File: src/rtl/mode_selector_n.sv
// Mode selector: synchronised, debounced buttons with auto-repeat drive a
// wrapping user mode 1..NUM_MODES and an edit mode that saves and restores it.
module mode_selector_n_btn #(
  parameter int DEB     = 4,
  parameter int RDELAY  = 0,
  parameter int RPERIOD = 8
) (
  input  logic clk,
  input  logic rst_n,
  input  logic raw_i,
  output logic press_o
);
  localparam int CW   = (DEB > 1) ? $clog2(DEB) : 1;
  localparam int RMAX = (RDELAY > RPERIOD) ? RDELAY : RPERIOD;
  localparam int RW   = $clog2(RMAX + 1);

  logic [1:0]    sync_q;
  logic          lvl_q, lvl_d, prev_q;
  logic [CW-1:0] cnt_q, cnt_d;
  logic [RW-1:0] rpt_q, rpt_d;
  logic          first_q, first_d;
  logic          rep;

  // rpt_q counts cycles since the last (initial or repeat) press while held
  assign rep     = (RDELAY > 0) && lvl_q &&
                   (rpt_q == (first_q ? RW'(RPERIOD) : RW'(RDELAY)));
  assign press_o = (lvl_q & ~prev_q) | rep;

  always_comb begin
    lvl_d   = lvl_q;
    cnt_d   = '0;
    rpt_d   = '0;
    first_d = 1'b0;
    if (sync_q[1] != lvl_q) begin
      if (cnt_q == CW'(DEB - 1)) lvl_d = sync_q[1];
      else                       cnt_d = cnt_q + 1'b1;
    end
    if (lvl_q && RDELAY > 0) begin
      if (rep) begin
        rpt_d   = RW'(1);
        first_d = 1'b1;
      end else begin
        rpt_d   = rpt_q + 1'b1;
        first_d = first_q;
      end
    end
  end

  always_ff @(posedge clk) begin
    if (!rst_n) begin
      sync_q  <= '0;
      lvl_q   <= 1'b0;
      prev_q  <= 1'b0;
      cnt_q   <= '0;
      rpt_q   <= '0;
      first_q <= 1'b0;
    end else begin
      sync_q  <= {sync_q[0], raw_i};
      lvl_q   <= lvl_d;
      prev_q  <= lvl_q;
      cnt_q   <= cnt_d;
      rpt_q   <= rpt_d;
      first_q <= first_d;
    end
  end
endmodule

module mode_selector_n #(
  parameter int NUM_MODES       = 7,
  parameter int MODE_W          = 4,
  parameter int EDIT_MODE       = 0,
  parameter int DEBOUNCE_CYCLES = 4,
  parameter int REPEAT_DELAY    = 0,
  parameter int REPEAT_PERIOD   = 8
) (
  input  logic              clk,
  input  logic              rst_n,
  input  logic              up,
  input  logic              down,
  input  logic              modify,
  output logic [MODE_W-1:0] rel,
  output logic [MODE_W-1:0] saved_mode,
  output logic              edit_active,
  output logic              mode_changed
);
  localparam logic [0:0] S_NORMAL = 1'b0;
  localparam logic [0:0] S_EDIT   = 1'b1;
  localparam int NBTN = 3;

  logic [NBTN-1:0]   raw, press;
  logic [MODE_W-1:0] rel_q, rel_d, saved_q, saved_d;
  logic [0:0]        state_q, state_d;
  logic              chg_q;

  assign raw = {modify, down, up};

  // modify (index 2) never auto-repeats
  generate
    for (genvar i = 0; i < NBTN; i++) begin : g_btn
      mode_selector_n_btn #(
        .DEB     (DEBOUNCE_CYCLES),
        .RDELAY  ((i == 2) ? 0 : REPEAT_DELAY),
        .RPERIOD (REPEAT_PERIOD)
      ) u_btn (
        .clk     (clk),
        .rst_n   (rst_n),
        .raw_i   (raw[i]),
        .press_o (press[i])
      );
    end
  endgenerate

  always_comb begin
    rel_d   = rel_q;
    saved_d = saved_q;
    state_d = state_q;
    if (state_q == S_NORMAL) begin
      if (press[2]) begin
        saved_d = rel_q;
        rel_d   = MODE_W'(EDIT_MODE);
        state_d = S_EDIT;
      end else if (press[0] && !press[1]) begin
        rel_d = (rel_q == MODE_W'(NUM_MODES)) ? MODE_W'(1) : rel_q + MODE_W'(1);
      end else if (press[1] && !press[0]) begin
        rel_d = (rel_q == MODE_W'(1)) ? MODE_W'(NUM_MODES) : rel_q - MODE_W'(1);
      end
    end else if (press[2]) begin
      rel_d   = saved_q;
      state_d = S_NORMAL;
    end
  end

  always_ff @(posedge clk) begin
    if (!rst_n) begin
      rel_q   <= MODE_W'(1);
      saved_q <= MODE_W'(1);
      state_q <= S_NORMAL;
      chg_q   <= 1'b0;
    end else begin
      rel_q   <= rel_d;
      saved_q <= saved_d;
      state_q <= state_d;
      chg_q   <= (rel_d != rel_q);
    end
  end

  assign rel          = rel_q;
  assign saved_mode   = saved_q;
  assign edit_active  = (state_q == S_EDIT);
  assign mode_changed = chg_q;
endmodule

File: config.mk
export PLATFORM = sky130hd
export DESIGN_NAME = mode_selector_n
export DESIGN_NICKNAME = d
export VERILOG_FILES = /design/src/rtl/mode_selector_n.sv
export SDC_FILE = /design/constraint.sdc
export NUM_CORES = 1
export LEC_CHECK = 0
export CORE_ASPECT_RATIO = 1.1
export CORE_UTILIZATION = 57
export CTS_BUF_LIST = sky130_fd_sc_hd__clkbuf_4
export DETAILED_ROUTE_END_ITERATION = 6
export GPL_TIMING_DRIVEN = 0
export PLACE_DENSITY = 0.8
export SLEW_MARGIN = 10
export SYNTH_ARGS = -nofsm -noshare
export SYNTH_HDL_FRONTEND = slang
export SYNTH_SLANG_ARGS = --single-unit
File: constraint.sdc
create_clock -name clk -period 2.2 [get_ports clk]
set_input_delay 0.44 -clock clk [delete_from_list [all_inputs] [get_ports clk]]
set_output_delay 0.44 -clock clk [all_outputs]
set_load 0.03 [all_outputs]
-- Word level (Yosys, flattened, before mapping)
Index checks and enable logic that the tools add are counted.
W data, S select, Z words.
- bits of input ports: 5
- logic and storage cells: 62
- flip-flop bits (word level): 28
- equal/unequal tests: 9
- reductions and logical operators: 11
- add/sub/neg operators: 5
- multiplexer cells: 10
- bitwise gates (word level): 11
- operators with widths (kind ; number):
    $mux W4 ; 7
    $reduce_or A3 Y1 ; 3
    $not A1 Y1 ; 8
    $reduce_and A2 Y1 ; 4
    $add A2 B1 Y2 const B ; 3
    $eq A2 B2 Y1 const B ; 3
    $add A4 B1 Y4 const B ; 1
    $eq A4 B1 Y1 const B ; 1
    $eq A4 B3 Y1 const B ; 1
    $ne A4 B4 Y1 ; 1
    $sub A4 B1 Y4 const B ; 1
    $and A1 B1 Y1 ; 3
    $mux W1 ; 3
    $ne A1 B1 Y1 ; 3
    $logic_and A1 B1 Y1 ; 2
    $logic_not A1 Y1 ; 2

-- Depth between registers and ports, before layout
- word-level depth: 9
- depth in mapped cells: 8
- depth with buffers taken out: 8

-- Hierarchy
Synthesis repeated with hierarchy kept, for this count alone.
- cell total of the unflattened synthesis: 143
- area total of the unflattened synthesis: 1403.8 um2
- by module, submodules not included (module ; instances ; cells an instance ; area each (um2)):
    mode_selector_n ; 1 ; 95 ; 792.0
    mode_selector_n_btn ; 3 ; 16 ; 203.9

-- Worst setup path before layout
OpenSTA, ideal clock, no wires.
- path type: reg2reg
- start: register rel_q[0] (netlist: rel[0])
- end: register chg_q (netlist: mode_changed)
- path slack: 0.100 ns
- cell stages (with the launch flop): 8
- required time: 2.126 ns
- path buffers: 0
- setup time: 0.074 ns
- data arrival time: 2.026 ns
- cell sequence: dfxtp_1 inv_1 ha_1 or3_1 a31oi_1 a2bb2oi_1 a21oi_1 a31oi_1
- word-level cells in the longest chain between the ends: 7
- elaborated cells on any way between the ends: 12
- ends and longest elaborated chain (what ; RTL line ; RTL):
    from (decl) ; 91 ; logic [MODE_W-1:0] rel_q, rel_d, saved_q, saved_d;
    from (signal assigned) ; 140 ; rel_q <= rel_d;
    $sub A4 B1 Y4 / $eq A4 B1 Y1 (equally long branches) ; 125 ; rel_d = (rel_q == MODE_W'(1)) ? MODE_W'(NUM_MODES) : rel_q - MODE_W'(1);
    $mux W4 ; 125 ;
    $mux W4 ; 124 ; end else if (press[1] && !press[0]) begin
    $mux W4 ; 122 ; end else if (press[0] && !press[1]) begin
    $mux W4 ; 118 ; if (press[2]) begin
    $mux W4 ; 117 ; if (state_q == S_NORMAL) begin
    $ne A4 B4 Y1 (*) ; 143 ; chg_q <= (rel_d != rel_q);
    to (signal assigned) ; 143 ;
    to (decl) ; 93 ; logic chg_q;
Mark *: on every way between the ends. The rest lies on a longest branch, timed or not.
A chain may end at the register's enable or synchronous reset.

-- Worst setup path after layout
Ends and elaborated chain as after synthesis.

==> reports/qor.csv <==
metric;value;unit
status;complete, no violations;
Cells after Synth;149;
WP data required;2.46;ns
setup ws final;0.1442;ns
share of cells above drive strength 1;11.38;%
Worst-Margin Slew;0.4984;ns
NetSw;164.9;uW
WHS Path Cells;1;
Final Wtd Congestion;0.9077;
Crit. Startpoint;rel[0];
GRT Total Usage;24.37;%
Synth Register Bits;28;
Die ar.;2631;sq um
CTS Sinks;28;
total power;875.8;uW
most frequent cell after synthesis;dfxtp_1;
internal power;710.9;uW
area of the multi-input gates;757.0;sq um
period utilization;93.45;%
Root Buffer;clkbuf_4;
vias in the first global route;1095;
register area;563.0;sq um
type of origin of the critical path;register;
Mean Syn Cell Area;9.296;sq um
initial antenna violation count;0;
Layout Nets;180;
Worst R2R Start;rel[0];
core area;2275;sq um
flop2flop setup slack;0.14;ns
Synth cell types;45;
Post-route DRC;0;
First-pass DRT Iterations;4;
Syn Std Cell Area;1385;sq um
vias per cell;5.970;
RSZ-0062 raised after global routing;false;
via count of the routed design;1176;
antenna cell count;0;
arrival time worst endpoint;2.31;ns
crit end category;register;
clock share of power;38.2;%
CTS tree;done;
Net Sw Frac;18.83;%
Routed WL per cell;14.82;um
Initial Utilization;60.89;%
Clock Path Buffers;2;
final hold slack;0.4410;ns
crit path kind;reg2reg;
share of power burned in registers;59.0;%
hold buffer count at CTS;0;
Peak VDD IR;0.0005363;V
Pleak;0.6374;nW
H-tree depth;1;
Rel. slew slack;66.77;%
Gate power share;2.8;%
fill count;173;
hold_sp;g_btn[1].u_btn.cnt_q[0];
Hold EP;g_btn[1].u_btn.cnt_q[0];
leading cell types by total area after synthesis;dfxtp_1 40%, ha_1 6.3%, mux2i_1 5.1%;
top_reg_cell synth;dfxtp_1;
die height;53.70;um
Chip Width;49;um
Worst-path clk slew;0.14;ns
IO Pins;15;
WL final;2920;um
Post-CTS Setup Inserts;0;
Final Util;71.40;%
worst r2r path cells;7;
PwrDens;539.3;nW/um^2
syn nets;161;
Warnings, synthesis;0;
first-pass GRT wire length;4850;um
area delta synth->final;17.25;%
Worst-Skew Late Latency;0.33;ns
fraction of registers with async set/reset;0;%
worst r2r dst;mode_changed;
final setup TNS;0;ns
post-synth top area cell;dfxtp_1;
pre-CTS setup slack;0.09943;ns
GRT overflow;0;
number of max-cap violations;0;
DPL Wire Length;2046;um
share of the synthesized area in the top cell type;40.47;%
largest net degree at the start of global routing;17;
Slew Limit Fails;0;
final setup fails;0;
HP Class;reg2reg;
# rows;18;
DR iter-0 viols;41;
antenna viol nets, final;0;
commonest cells in the netlist;28 x dfxtp_1, 9 x and2_1, 9 x nand2_1, 9 x nor2_1;
sequential share of the synthesized area;40.47;%
crit-path max FO;10;
clk_skew;0.007434;ns
Final Hold Fails;0;
Fmax;486.4;MHz
number of synthesized flops with an enable pin;0;
PortBufs;14;
fin crit period;2.056;ns
Num CTS Buffers;3;
## flip-flops by register name, summed over array words and instances, names as in the netlist
register,flops
g_btn.u_btn.cnt_q,6
mode_changed,1
rel,4
g_btn.u_btn.lvl_q,3
g_btn.u_btn.sync_q,6
edit_active,1
g_btn.u_btn.prev_q,3
saved_mode,4
## worst max path at each step
stage                               to  slack (ns)  cells past startpoint
after floorplan           mode_changed         0.1                      7
after global placement    mode_changed        0.11                      7
after detailed placement  mode_changed         0.1                      7
after CTS                 mode_changed        0.01                      7
after global routing      mode_changed        0.01                      7
final                     mode_changed        0.14                      7
## worst max-delay path: stages, from the launching register on
cell and delay [ns]:
dfxtp_2 0.46, inv_1 0.13, ha_1 0.34, or3_1 0.38, a31oi_1 0.22, a2bb2oi_1 0.20, a21oi_1 0.06, a31oi_1 0.19
## stage by stage
step	cell area, sq um	std cells
5_1_grt	1624	197
3_3_place_gp	1563	193
2_1_floorplan	1385	149
6_report	1624	197
4_1_cts	1615	197
3_5_place_dp	1563	193
## metal layers
layer	vias up	wire length [um]	GRT usage, %	share of wire [%]
met5	-	0	0	0
met4	0	57	14.22	2.0
met3	7	165	3.390	5.7
met2	51	1377	42.82	47
met1	545	1319	29.02	45
li1	573	-	-	-
## final cells by class
| cell class | count | area share [%] |
|---|---|---|
| Clock inverter | 1 | 1.849 |
| Timing Repair Buffer | 14 | 8.629 |
| Inverter | 6 | 1.464 |
| Sequential cell | 28 | 34.67 |
| Tap cell | 30 | 2.311 |
| Buffer | 10 | 3.082 |
| Clock buffer | 3 | 1.387 |
| Multi-Input combinational cell | 105 | 46.61 |
## cell families after synthesis
logic type	after synthesis	synth area share, %
flops	28	40.47
xor+xnor	5	3.162
compound gates	29	13.82
fa+ha+maj	7	6.323
simple gates	57	25.84
buf+inv	16	5.330
mux	7	5.059
## power by group through the flow
stage	sequential (mW)	combinational (mW)	clock (mW)
finish	0.517	0.0244	0.335
global placement	0.528	0.0240	0
CTS	0.517	0.0255	0.341
floorplan	0.527	0.0125	0
detailed placement	0.528	0.0253	0
global route	0.518	0.0282	0.361
## placed cells by master (no fill, tap or decap), types with 3 or more instances in the layout
| cell | netlist | routed |
|---|---|---|
| a31oi_1 | 4 | 4 |
| clkdlybuf4s50_1 | 0 | 14 |
| o211ai_1 | 3 | 3 |
| a21oi_1 | 5 | 5 |
| dfxtp_1 | 28 | 26 |
| nor4_2 | 2 | 3 |
| nor4b_1 | 3 | 3 |
| inv_1 | 5 | 5 |
| o21ai_0 | 5 | 5 |
| xnor2_1 | 3 | 3 |
| clkbuf_1 | 5 | 5 |
| and2_1 | 9 | 9 |
| clkbuf_4 | 0 | 3 |
| mux2i_1 | 7 | 7 |
| ha_1 | 7 | 7 |
| buf_2 | 4 | 4 |
| nand2b_1 | 3 | 3 |
| nor2_1 | 9 | 9 |
| nand2_1 | 9 | 9 |
## what timing repair did
item,4_1_cts,5_1_grt
endpoints found under the setup margin,0,1
hold endpoints to repair,0,0
gates resized for setup,0,3
No activity file was read; power rests on OpenSTA's default activity.
